[src/rtl/bp_sched.sv]
// Backprop phase scheduler: sequences the delta / dx / dout phases of a
// two-layer recurrent pass from the last timestep down to the first.
module bp_sched #(
  parameter int TIMESTEP   = 7,
  parameter int LAYR1_CELL = 53,
  parameter int LAYR2_CELL = 8,
  parameter int DELTA_TIME = 12,
  parameter int DWU_DELAY  = 3,
  parameter int CNT_WIDTH  = 16
) (
  input  logic       clk,
  input  logic       rst,
  input  logic       start,
  input  logic       stall,
  input  logic       abort,
  output logic       en_delta,
  output logic       en_dx2,
  output logic       en_dout_2,
  output logic       en_delta1,
  output logic       en_dout_1,
  output logic       rst_mac_2,
  output logic       rst_mac_1,
  output logic [2:0] t_idx,
  output logic       busy,
  output logic       done
);

  localparam int LEN_D2  = LAYR2_CELL * DELTA_TIME;
  localparam int LEN_DX2 = 4 * LAYR2_CELL * LAYR2_CELL + DWU_DELAY;
  localparam int LEN_DO2 = 4 * LAYR2_CELL * LAYR1_CELL + DWU_DELAY;
  localparam int LEN_D1  = LAYR1_CELL * DELTA_TIME;
  localparam int LEN_DO1 = 4 * LAYR1_CELL * LAYR1_CELL + DWU_DELAY;

  localparam logic [CNT_WIDTH-1:0] LAST_D2  = CNT_WIDTH'(LEN_D2 - 1);
  localparam logic [CNT_WIDTH-1:0] LAST_DX2 = CNT_WIDTH'(LEN_DX2 - 1);
  localparam logic [CNT_WIDTH-1:0] LAST_DO2 = CNT_WIDTH'(LEN_DO2 - 1);
  localparam logic [CNT_WIDTH-1:0] LAST_D1  = CNT_WIDTH'(LEN_D1 - 1);
  localparam logic [CNT_WIDTH-1:0] LAST_DO1 = CNT_WIDTH'(LEN_DO1 - 1);

  typedef enum logic [2:0] {
    IDLE, D2, DX2, DO2, D1, DO1, FIN
  } state_t;

  state_t               state, nxt;
  logic [CNT_WIDTH-1:0] cnt, ncnt, last;
  logic [2:0]           t, nt;
  logic                 live;
  logic                 tail;

  assign tail  = (t == 3'd0);
  assign t_idx = t;

  always_comb begin
    last = '0;
    case (state)
      D2:      last = LAST_D2;
      DX2:     last = LAST_DX2;
      DO2:     last = LAST_DO2;
      D1:      last = LAST_D1;
      DO1:     last = LAST_DO1;
      default: last = '0;
    endcase
  end

  // live marks an edge that moves the schedule forward (not stalled)
  always_comb begin
    nxt  = state;
    ncnt = cnt;
    nt   = t;
    live = 1'b0;
    case (state)
      IDLE: begin
        if (start) begin
          nxt  = D2;
          nt   = 3'(TIMESTEP - 1);
          ncnt = '0;
          live = 1'b1;
        end
      end
      FIN: nxt = IDLE;
      default: begin
        if (!stall) begin
          live = 1'b1;
          if (cnt == last) begin
            ncnt = '0;
            case (state)
              D2:  nxt = DX2;
              DX2: nxt = tail ? D1 : DO2;
              DO2: nxt = D1;
              D1:  nxt = tail ? FIN : DO1;
              DO1: begin
                nxt = D2;
                nt  = t - 3'd1;
              end
              default: nxt = IDLE;
            endcase
          end else begin
            ncnt = cnt + CNT_WIDTH'(1);
          end
        end
      end
    endcase
    if (abort && state != IDLE) begin
      nxt  = IDLE;
      ncnt = '0;
      nt   = '0;
      live = 1'b0;
    end
  end

  always_ff @(posedge clk or negedge rst) begin
    if (!rst) begin
      state     <= IDLE;
      cnt       <= '0;
      t         <= '0;
      en_delta  <= 1'b0;
      en_dx2    <= 1'b0;
      en_dout_2 <= 1'b0;
      en_delta1 <= 1'b0;
      en_dout_1 <= 1'b0;
      rst_mac_2 <= 1'b0;
      rst_mac_1 <= 1'b0;
      busy      <= 1'b0;
      done      <= 1'b0;
    end else begin
      state     <= nxt;
      cnt       <= ncnt;
      t         <= nt;
      en_delta  <= live && nxt == D2;
      en_dx2    <= live && nxt == DX2;
      en_dout_2 <= live && nxt == DO2;
      en_delta1 <= live && nxt == D1;
      en_dout_1 <= live && nxt == DO1;
      rst_mac_2 <= live && nxt != state
                   && (nxt == DX2 || nxt == DO2);
      rst_mac_1 <= live && nxt == DO1 && state != DO1;
      busy      <= nxt != IDLE;
      done      <= nxt == FIN;
    end
  end

endmodule

[config.mk]
export PLATFORM = sky130hd
export DESIGN_NAME = bp_sched
export DESIGN_NICKNAME = d
export VERILOG_FILES = /design/src/rtl/bp_sched.sv
export SDC_FILE = /design/constraint.sdc
export NUM_CORES = 1
export LEC_CHECK = 0
export BUFFER_PORTS_ARGS = -buffer_cell sky130_fd_sc_hd__buf_4
export CORE_ASPECT_RATIO = 1.25
export CORE_MARGIN = 8
export CORE_UTILIZATION = 30
export CTS_CLUSTER_SIZE = 25
export DETAILED_ROUTE_END_ITERATION = 12
export SETUP_SLACK_MARGIN = 0.05
export SYNTH_ARGS = -nofsm -noshare
export SYNTH_HDL_FRONTEND = slang
export SYNTH_SLANG_ARGS = --single-unit
[constraint.sdc]
create_clock -name clk -period 2.8 [get_ports clk]
set_input_delay 0 -clock clk [delete_from_list [all_inputs] [get_ports clk]]
set_output_delay 0 -clock clk [all_outputs]
set_load 0.02 [all_outputs]
# --- Word-level counts from Yosys, hierarchy flattened ---
# Cells that the tools add are included.
# Widths: inputs -> output; s select.
word_totals:
  ff_bits: 31
  latch_bits: 0
  ram_bits: 0
  romBits: 0
  in_bits: 5
  out_inout_bits: 12
  elab_cells: 74
  n_memories: 0
classes:
  n_addsub: 2
  mul: 0
  n_div: 0
  n_lt_le_gt_ge: 0
  eq_ne: 18
  shifts: 0
  muxes: 24
  n_bitwise: 0
  n_reduce_logical: 18
ops:
  columns: ["operator", "n"]
  rows:
  - ["$pmux 14 s5", 1]
  - ["$mux 16", 4]
  - ["$pmux 16 s2", 1]
  - ["$mux 3", 10]
  - ["$eq 3x3->1 const B", 6]
  - ["$add 16x1->16 const B", 1]
  - ["$eq 16x16->1", 1]
  - ["$pmux 3 s5", 1]
  - ["$eq 3x2->1 const B", 4]
  - ["$pmux 3 s2", 2]
  - ["$reduce_bool 3->1", 4]
  - ["$logic_and 1x1->1", 9]
  - ["$eq 3x1->1 const B", 2]
  - ["$logic_not 3->1", 2]
  - ["$ne 3x3->1 const B", 2]
  - ["$reduce_and 5->1", 1]
  - ["$mux 1", 3]
  - ["$ne 3x1->1 const B", 1]
  - ["$ne 3x3->1", 1]
  - ["$reduce_and 3->1", 1]
  - ["$sub 3x1->3 const B", 1]
  - ["$mux 2", 1]
  - ["$ne 2x2->1 const B", 1]
  - ["$pmux 1 s2", 1]
  - ["$logic_or 1x1->1", 1]

# --- Depth between registers and ports, before layout ---
# Gate-level depths: netlist (run 1).
logic_depth:
  depth_word: 10
  ltp_mapped: 10
  mapped_depth_nobuf: 9

# --- Worst setup path after synthesis (run 1) ---
# No wires, ideal clock.
synth_timing:
  path_kind: "register to register"
  startpoint: "register state[0]"
  endpoint: "register en_delta"
  setup_time_ns: 0.081
  arrival_time_ns: 2.329
  required_time_ns: 2.719
  path_slack_ns: 0.390
  path_stages_with_launch: 10
  path_buffers: 1
  period_less_slack_ns: 2.410
  cell_sequence: "dfrtp_1 buf_2 nor2b_1 nor4_1 a311oi_1 or4b_4 or4_1 nand3_2 inv_2 nor3_2"
synth_between:
  elab_chain_cells: 9
  elab_cells_between_ends: 21
  cone_classes: "8 x eq/ne; 9 x mux; 4 x reduce/logical"
synth_rtl:
  columns: ["element", "line_no", "source"]
  rows:
  - ["start: declaration", "44", "state_t state, nxt;"]
  - ["start signal: assignment", "126", "state <= nxt;"]
  - ["$eq 3x3->1, or another cell as far along", "55, 86", null]
  - ["$pmux 14 s5", "55", "case (state)"]
  - ["$eq 16x16->1", "84", "if (cnt == last) begin"]
  - ["$mux 3", "84", null]
  - ["$mux 3", "82", "if (!stall) begin"]
  - ["$pmux 3 s2", "71", "case (state)"]
  - ["$mux 3 (*)", "103", "if (abort && state != IDLE) begin"]
  - ["named net nxt[2]", "44", null]
  - ["$eq 3x1->1 (*)", "129", "en_delta <= live && nxt == D2;"]
  - ["$logic_and 1x1->1 (*)", "129", null]
  - ["end signal: assignment", "116", "en_delta <= 1'b0;"]
  - ["end signal: assignment", "129", null]
  - ["end: declaration", "16", "output logic en_delta,"]
# The timed path passes the listed nets; every way through them passes the cells marked *.
# A chain may end at the register's enable or synchronous reset.

# --- Worst setup path after layout (run 1) ---
# Same ends and word-level chain as after synthesis.

==> results.env, run 1 <==
STATUS='finished, final reports clean'
SYNTH_TOP_CELL_AREA_SHARE=0.395
TRITONCTS='done'
GP_CONGESTION=0.867
GRTUSAGETOTAL=0.108
MAX_SLEW_MARGIN=0.539
CLOCK_PATH_BUFFERS=2
LAYOUT-DRIVE-GT1-SHARE=0.198
FIN_AREA_UM2=2360
VIA_COUNT_OF_THE_FIRST_GLOBAL_ROUTING_PASS=1681
ROUTED_VIA_DENSITY=5.14
WORSTSKEWPAIRLATENCY_NS=0.28
DIE_X_UM=88.4
RR_ENDPOINT='en_delta'
STARTPOINT='state[0]'
DPL-INSTANCE-AREA_UM2=2210
MOSTFREQUENTLAYOUTCELL='dfrtp_1'
SLEW_VIOL_FINAL=0
CRITICAL_PATH_CLASS='reg2reg'
CLK_PIN_SLEW_WORST_PATHS_NS=0.07
YOSYSSEQAREASHARE=0.395
LAYOUT.CELLS.MOST_COMMON_LIST='dfrtp_1 (31), nor2_1 (27), buf_4 (25)'
WORSTHOLDPATHTYPE='in2reg'
CTS_NUM_SINKS=31
YS_SEQ_ELEMENTS=31
CTS-HTREE-LEVELS=2
GRT_ANTENNA_BEFORE_REPAIR=0
DIE_AREA_UM2=9410
FINALHOLDVIOLCOUNT=0
ROUTED-VIA-COUNT=1723
MAPPEDNETLISTNETS=234
SYNTH.AVG_CELL_AREA_UM2=8.70
SYNTH.TOP_CELLS.BY_AREA='dfrtp_1 (39%), nor2_1 (5.3%), xor2_1 (4.9%), nand2_1 (2.9%), nand3_1 (2.5%)'
CORE_REGION_AREA_UM2=6440
PLACE.DETAILED.INSTANCES=326
FINAL_PERIOD_MINUS_WORST_SETUP_SLACK_NS=2.64
CAP_VIOLATIONS=0
MAX_SLEW.WORST_PIN.SLEW_NS=0.687
INITIAL_CELL_DENSITY_OF_THE_CORE=0.305
PWR_DENSITY_CELL_nW_PER_UM2=895
SYNTHESIS.INSTANCES=226
SYNTHDISTINCTLIBCELLS=56
WHS_ENDPOINT='rst_mac_2'
SYNTH-EDFF-COUNT=0
MIN_PERIOD_OVER_PERIOD=0.944
TIMING.CRITICAL_PATH.ARRIVAL_NS=2.85
GRT_FIRST_PASS_WIRELENGTH_UM=8120
DR.FIRST_ITER.DRC_COUNT=65
TOTALNEGATIVESETUPSLACK_NS=0
SYNTH_TOP_AREA_CELL='dfrtp_1'
FLOORPLAN.DIE.HEIGHT_UM=107
GRT_SETUP_UNREPAIRED='true'
DRTANTENNAVIOLNETS=0
ANTENNA_CELLS_INSERTED=0
IO_PINS=17
NUMPORTBUFFERS=16
NATURE_OF_THE_CRITICAL_PATH_ENDPOINT='register'
SKEW_NS=0.00504
WORST_R2R_PATH_DEPTH=9
WORST_EP_REQUIRED_TIME_NS=3.01
YS_WARN_COUNT=0
FINAL-INSTANCE-COUNT-EXCL-FILL=335
START_OF_THE_WORST_REGISTER_TO_REGISTER_PATH='state[0]'
LAYOUT-AREA-OVERHEAD-VS-SYNTH_PCT=20.3
POST_CTS_SETUP_BUFFERS=0
CRITPATHLAUNCHTYPE='register'
TOTAL_GRT_OVERFLOW=0
TIMING.HOLD.WORST_PATH_DEPTH=3
SYNTH.CELL_AREA_UM2=1970
REG2REG_SETUP_SLACK_NS=0.16
ROUTED_WIRELENGTH_UM=4740
HOLD_PATH_STARTPOINT='abort'
PIN_COUNT_OF_THE_BIGGEST_NET_ENTERING_GLOBAL_ROUTING=32
CTS_INSERTED_BUFFERS=5
CRITICAL_PATH_PEAK_FANOUT=12
SETUP_VIOLATIONS=0
DETAILEDPLACEMENTHPWL_UM=3600
DRT_PASS1_ITERATIONS=4
WORST_CASE_VDD_IR_DROP_mV=0.449
YS_ASYNC_SR_FRACTION=1.00
WIRE_PER_INST_UM=14.1
DESIGN.FINAL.NETS=255
POWER_LEAKAGE_nW=1.02
DETAIL_ROUTE.DRC_VIOLATIONS=0
POSTSYNTH.TOPFLOPCELL='dfrtp_1'
ROOT_BUFFER='clkbuf_8'
ROWS=33
MAX_FREQ_MHz=378
==> cells in the mapped netlist, types with 2 or more instances <==
library cell / number
dfrtp_1: 31
nor2_1: 28
nand2_1: 15
inv_1: 11
xor2_1: 11
nand3_1: 10
nor3_1: 10
a21oi_1: 8
nand4_1: 8
clkbuf_1: 7
nor4_1: 7
nand2b_1: 6
nor2b_1: 5
o21ai_0: 5
o22ai_1: 5
o211ai_1: 4
and3_1: 3
ha_1: 3
o41ai_1: 3
xnor2_1: 3
a221o_1: 2
a311oi_1: 2
and2_1: 2
buf_1: 2
buf_2: 2
o311ai_1: 2
or2_2: 2
==> through the flow <==
stage	setup slack [ns]	util	total power, mW	hold WS [ns]
after global routing	0.0168	0.367	2.28	0.0882
after floorplan	0.390	-	1.35	-0.296
after CTS	0.0522	0.363	2.10	0.0645
final	0.157	0.367	2.12	0.0710
after detailed placement	0.0752	0.343	1.63	-0.0409
after global placement	0.0571	0.343	1.63	-0.0427
==> routing by layer <==
metal  wire, µm  vias up  track usage
met2       2390       14        0.185
met4         72        0       0.0400
li1           -      869            -
met1       2170      833        0.128
met3        105        7       0.0216
met5          0        -            0
==> flip-flops by register name, indices dropped and copies added, names as in the netlist <==
| register | flops |
|---|---|
| cnt | 16 |
| state | 3 |
| t_idx | 3 |
| busy | 1 |
| done | 1 |
| en_delta | 1 |
| en_delta1 | 1 |
| en_dout_1 | 1 |
| en_dout_2 | 1 |
| en_dx2 | 1 |
| rst_mac_1 | 1 |
| rst_mac_2 | 1 |
==> area by class of cell <==
cell class              count  area [µm²]
inverters                  12        45.0
clock buffers               6        82.6
clock inverters             2        35.0
fillers                   710        4080
flip-flops and latches     31         776
well taps                  87         109
repair buffers             26         198
multi-input cells         171        1120
==> worst max path at each step <==
stage	end	slack, ns	depth (start not counted)
after floorplan	en_delta	0.39	9
after global placement	rst_mac_1	0.06	8
after detailed placement	rst_mac_1	0.08	8
after CTS	rst_mac_1	0.05	8
after global routing	rst_mac_1	0.02	9
final	en_delta	0.16	9
==> power by group <==
part           leakage (nW)  switching (mW)  internal (mW)
Sequential            0.421          0.0602          0.506
Clock                0.0612           0.169          0.288
Combinational         0.535           0.656          0.438
Total                  1.02           0.885           1.23
==> timing repair <==
item                       CTS  global route
resized for setup            0             4
hold endpoints to repair    31             0
hold buffers                 1             0
setup endpoints to repair    0            15
==> kinds of logic (layout without fill, tap and decap cells) <==
family / after synthesis / after routing / share of synthesized area
AOI/OAI and AO/OA: 47 / 47 / 0.185
xor gates and xnor gates: 14 / 14 / 0.0624
adders and majority gates: 3 / 3 / 0.0191
buffers and inverters: 24 / 46 / 0.0490
DFF: 31 / 31 / 0.395
muxes: 1 / 1 / 0.00509
and+or+nand+nor: 106 / 106 / 0.285
==> critical path: stages, from the launching register on <==
cell and delay (ns):
dfrtp_1 0.45, buf_4 0.21, or2_1 0.23, o211ai_1 0.11, a21oi_1 0.13, or4b_4 0.55
or4_1 0.50, nand3_2 0.18, inv_2 0.06, nor3_2 0.14
Power figures use the tool's default switching activity.
==> run 2: changes to the inputs <==
--- a/config.mk
+++ b/config.mk
@@ -11,6 +11,7 @@
 export CORE_UTILIZATION = 30
 export CTS_CLUSTER_SIZE = 25
 export DETAILED_ROUTE_END_ITERATION = 12
+export GPL_TIMING_DRIVEN = 0
 export SETUP_SLACK_MARGIN = 0.05
 export SYNTH_ARGS = -nofsm -noshare
 export SYNTH_HDL_FRONTEND = slang
==> run 2 against run 1 <==
Cell count unchanged. Count of clock-buffer cells in the layout unchanged. Core utilization increased by 0.93 points. Combinational power increased by 9%. Via count increased by 0.29%. Sequential cell count unchanged. Clock skew decreased by 0.0025 ns.
==> results.env, run 2 (synthesis results as in run 1) <==
ANTENNA_CELLS_INSERTED=0
TIMING.CRITICAL_PATH.ARRIVAL_NS=2.85
AREA.SEQUENTIAL_UM2=779
FINALHOLDVIOLCOUNT=0
ROUTED-VIA-COUNT=1728
TRITONCTS='done'
SLEW_VIOL_FINAL=0
MIN_PERIOD_OVER_PERIOD=0.943
SETUP_VIOLATIONS=0
CRITICAL_PATH_CLASS='reg2reg'
MAX_FREQ_MHz=379
WORST-PATH-BUF-INV=2
DESIGN.FINAL.NETS=255
CP_TOP_FAMILY='simple AND/OR/NAND/NOR gates'
IO_PINS=17
WORSTSKEWPAIRLATENCY_NS=0.29
FILLERINSTANCES=687
DIE_AREA_UM2=9410
DPL-INSTANCE-AREA_UM2=2180
MOSTFREQUENTLAYOUTCELL='dfrtp_1'
WORST_CASE_VDD_IR_DROP_mV=0.463
FLOORPLAN.DIE.HEIGHT_UM=107
CORE_REGION_AREA_UM2=6440
CAP_VIOLATIONS=0
DETAILEDPLACEMENTHPWL_UM=3570
TOTALNEGATIVESETUPSLACK_NS=0
CP_CELL_SEQUENCE='buf_2 > or2_1 > o211ai_1 > a21oi_1 > or4b_4 > or4_4 > nand3_4 > inv_2 > nor3_2'
ROOT_BUFFER='clkbuf_8'
GRT_ANTENNA_BEFORE_REPAIR=0
DIE_X_UM=88.4
SKEW_NS=0.00251
DETAIL_ROUTE.DRC_VIOLATIONS=0
INITIAL_CELL_DENSITY_OF_THE_CORE=0.305
LAYOUT-AREA-OVERHEAD-VS-SYNTH_PCT=23.4
DRTANTENNAVIOLNETS=0
CPMAXSTAGEDELAYCELL='or4b_4'
ROUTED_VIA_DENSITY=5.16
TOP_REGISTER='cnt'
CRITICAL_PATH_PEAK_FANOUT=10
GP_CONGESTION=0.866
WORSTHOLDPATHTYPE='in2reg'
PWR_DENSITY_CELL_nW_PER_UM2=922
WORST_EP_REQUIRED_TIME_NS=3.01
TOTAL_GRT_OVERFLOW=0
PLACE.DETAILED.INSTANCES=327
CTS_NUM_SINKS=31
CTS-HTREE-LEVELS=2
GRT_FIRST_PASS_WIRELENGTH_UM=8250
FIN_AREA_UM2=2420
LARGEST_REGISTER_FFS=16
CLK_PIN_SLEW_WORST_PATHS_NS=0.07
MAX_SLEW.WORST_PIN.SLEW_NS=0.814
GRTUSAGETOTAL=0.110
FINAL_PERIOD_MINUS_WORST_SETUP_SLACK_NS=2.64
MULTI_INPUT_COMB_AREA_UM2=1210
LAYOUT.CELLS.MOST_COMMON_LIST='dfrtp_1 (28), nor2_1 (27), buf_4 (15), nand2_1 (15)'
POWER_LEAKAGE_nW=1.01
GRT_SETUP_UNREPAIRED='false'
PIN_COUNT_OF_THE_BIGGEST_NET_ENTERING_GLOBAL_ROUTING=32
VIA_COUNT_OF_THE_FIRST_GLOBAL_ROUTING_PASS=1688
CTS_INSERTED_BUFFERS=5
ROWS=33
NATURE_OF_THE_CRITICAL_PATH_ENDPOINT='register'
ROUTED_WIRELENGTH_UM=4920
WIRE_PER_INST_UM=14.7
LAYOUT-DRIVE-GT1-SHARE=0.222
DR.FIRST_ITER.DRC_COUNT=117
CRITPATHLAUNCHTYPE='register'
WORST_PATH_LARGEST_CELL_DELAY_NS=0.60
CLOCK_PATH_BUFFERS=2
MAX_SLEW_MARGIN=0.453
FINAL-INSTANCE-COUNT-EXCL-FILL=335
STATUS='finished, final reports clean'
NUMPORTBUFFERS=14
DRT_PASS1_ITERATIONS=4
## run 2: cell types whose count changed in the layout (fill, tap and decap cells not counted), sizes merged
cell and delta:
clkbuf +7, buf -7
## run 2: layout make-up
class	instances	area share
multi-input combinational	171	0.498
clock buffer	6	0.0341
buffer	11	0.0212
tap	87	0.0449
inverter	12	0.0186
timing repair buffer	15	0.0475
clock inverter	2	0.0144
sequential	31	0.321
## run 2: per-layer routing
metal	wire length, µm	vias to the layer above	GRT usage	share of wire
li1	-	862	-	-
met1	2220	831	0.131	0.45
met2	2480	27	0.185	0.50
met3	139	8	0.0231	0.028
met4	77	0	0.0424	0.016
met5	0	-	0	0
## run 2: where the power goes
part	internal, mW	switching [mW]
Combinational	0.464	0.728
Clock	0.288	0.179
Sequential	0.509	0.0696
Total	1.26	0.976
## run 2: worst min-delay path, delay by kind of cell
family | cells | cell delay, ns
and+or+nand+nor | 1 | 0.15
buffers and inverters | 1 | 0.09
AOI/OAI and AO/OA | 1 | 0.12
## run 2: final timing paths
path,startpoint,to,slack [ns],depth (start not counted)
setup / recovery,state[0],en_delta,0.16,9
hold / removal,start,t_idx[2],0.11,3
setup reg to reg,state[0],en_delta,0.16,9
hold reg to reg,cnt[15],cnt[15],0.55,2
max in group asynchronous,rst,state[2],2.30,2
min in group asynchronous,rst,cnt[4],0.20,2
## run 2: stage by stage
stage	util	hold slack, ns	power, mW	worst slack, ns
after floorplan	-	-0.296	1.35	0.390
after global placement	0.338	-0.0437	1.60	-0.0571
after detailed placement	0.338	-0.0412	1.61	-0.0814
after CTS	0.364	0.102	2.13	0.0639
after global routing	0.376	0.118	2.40	0.0576
final	0.376	0.106	2.24	0.160
## run 2: what timing repair did
item	4_1_cts	5_1_grt
gates resized for setup	7	16
hold buffers	1	0
endpoints found under the setup margin	17	25
pin swaps	2	1
hold endpoints to repair	31	0
buffers inserted	0	0
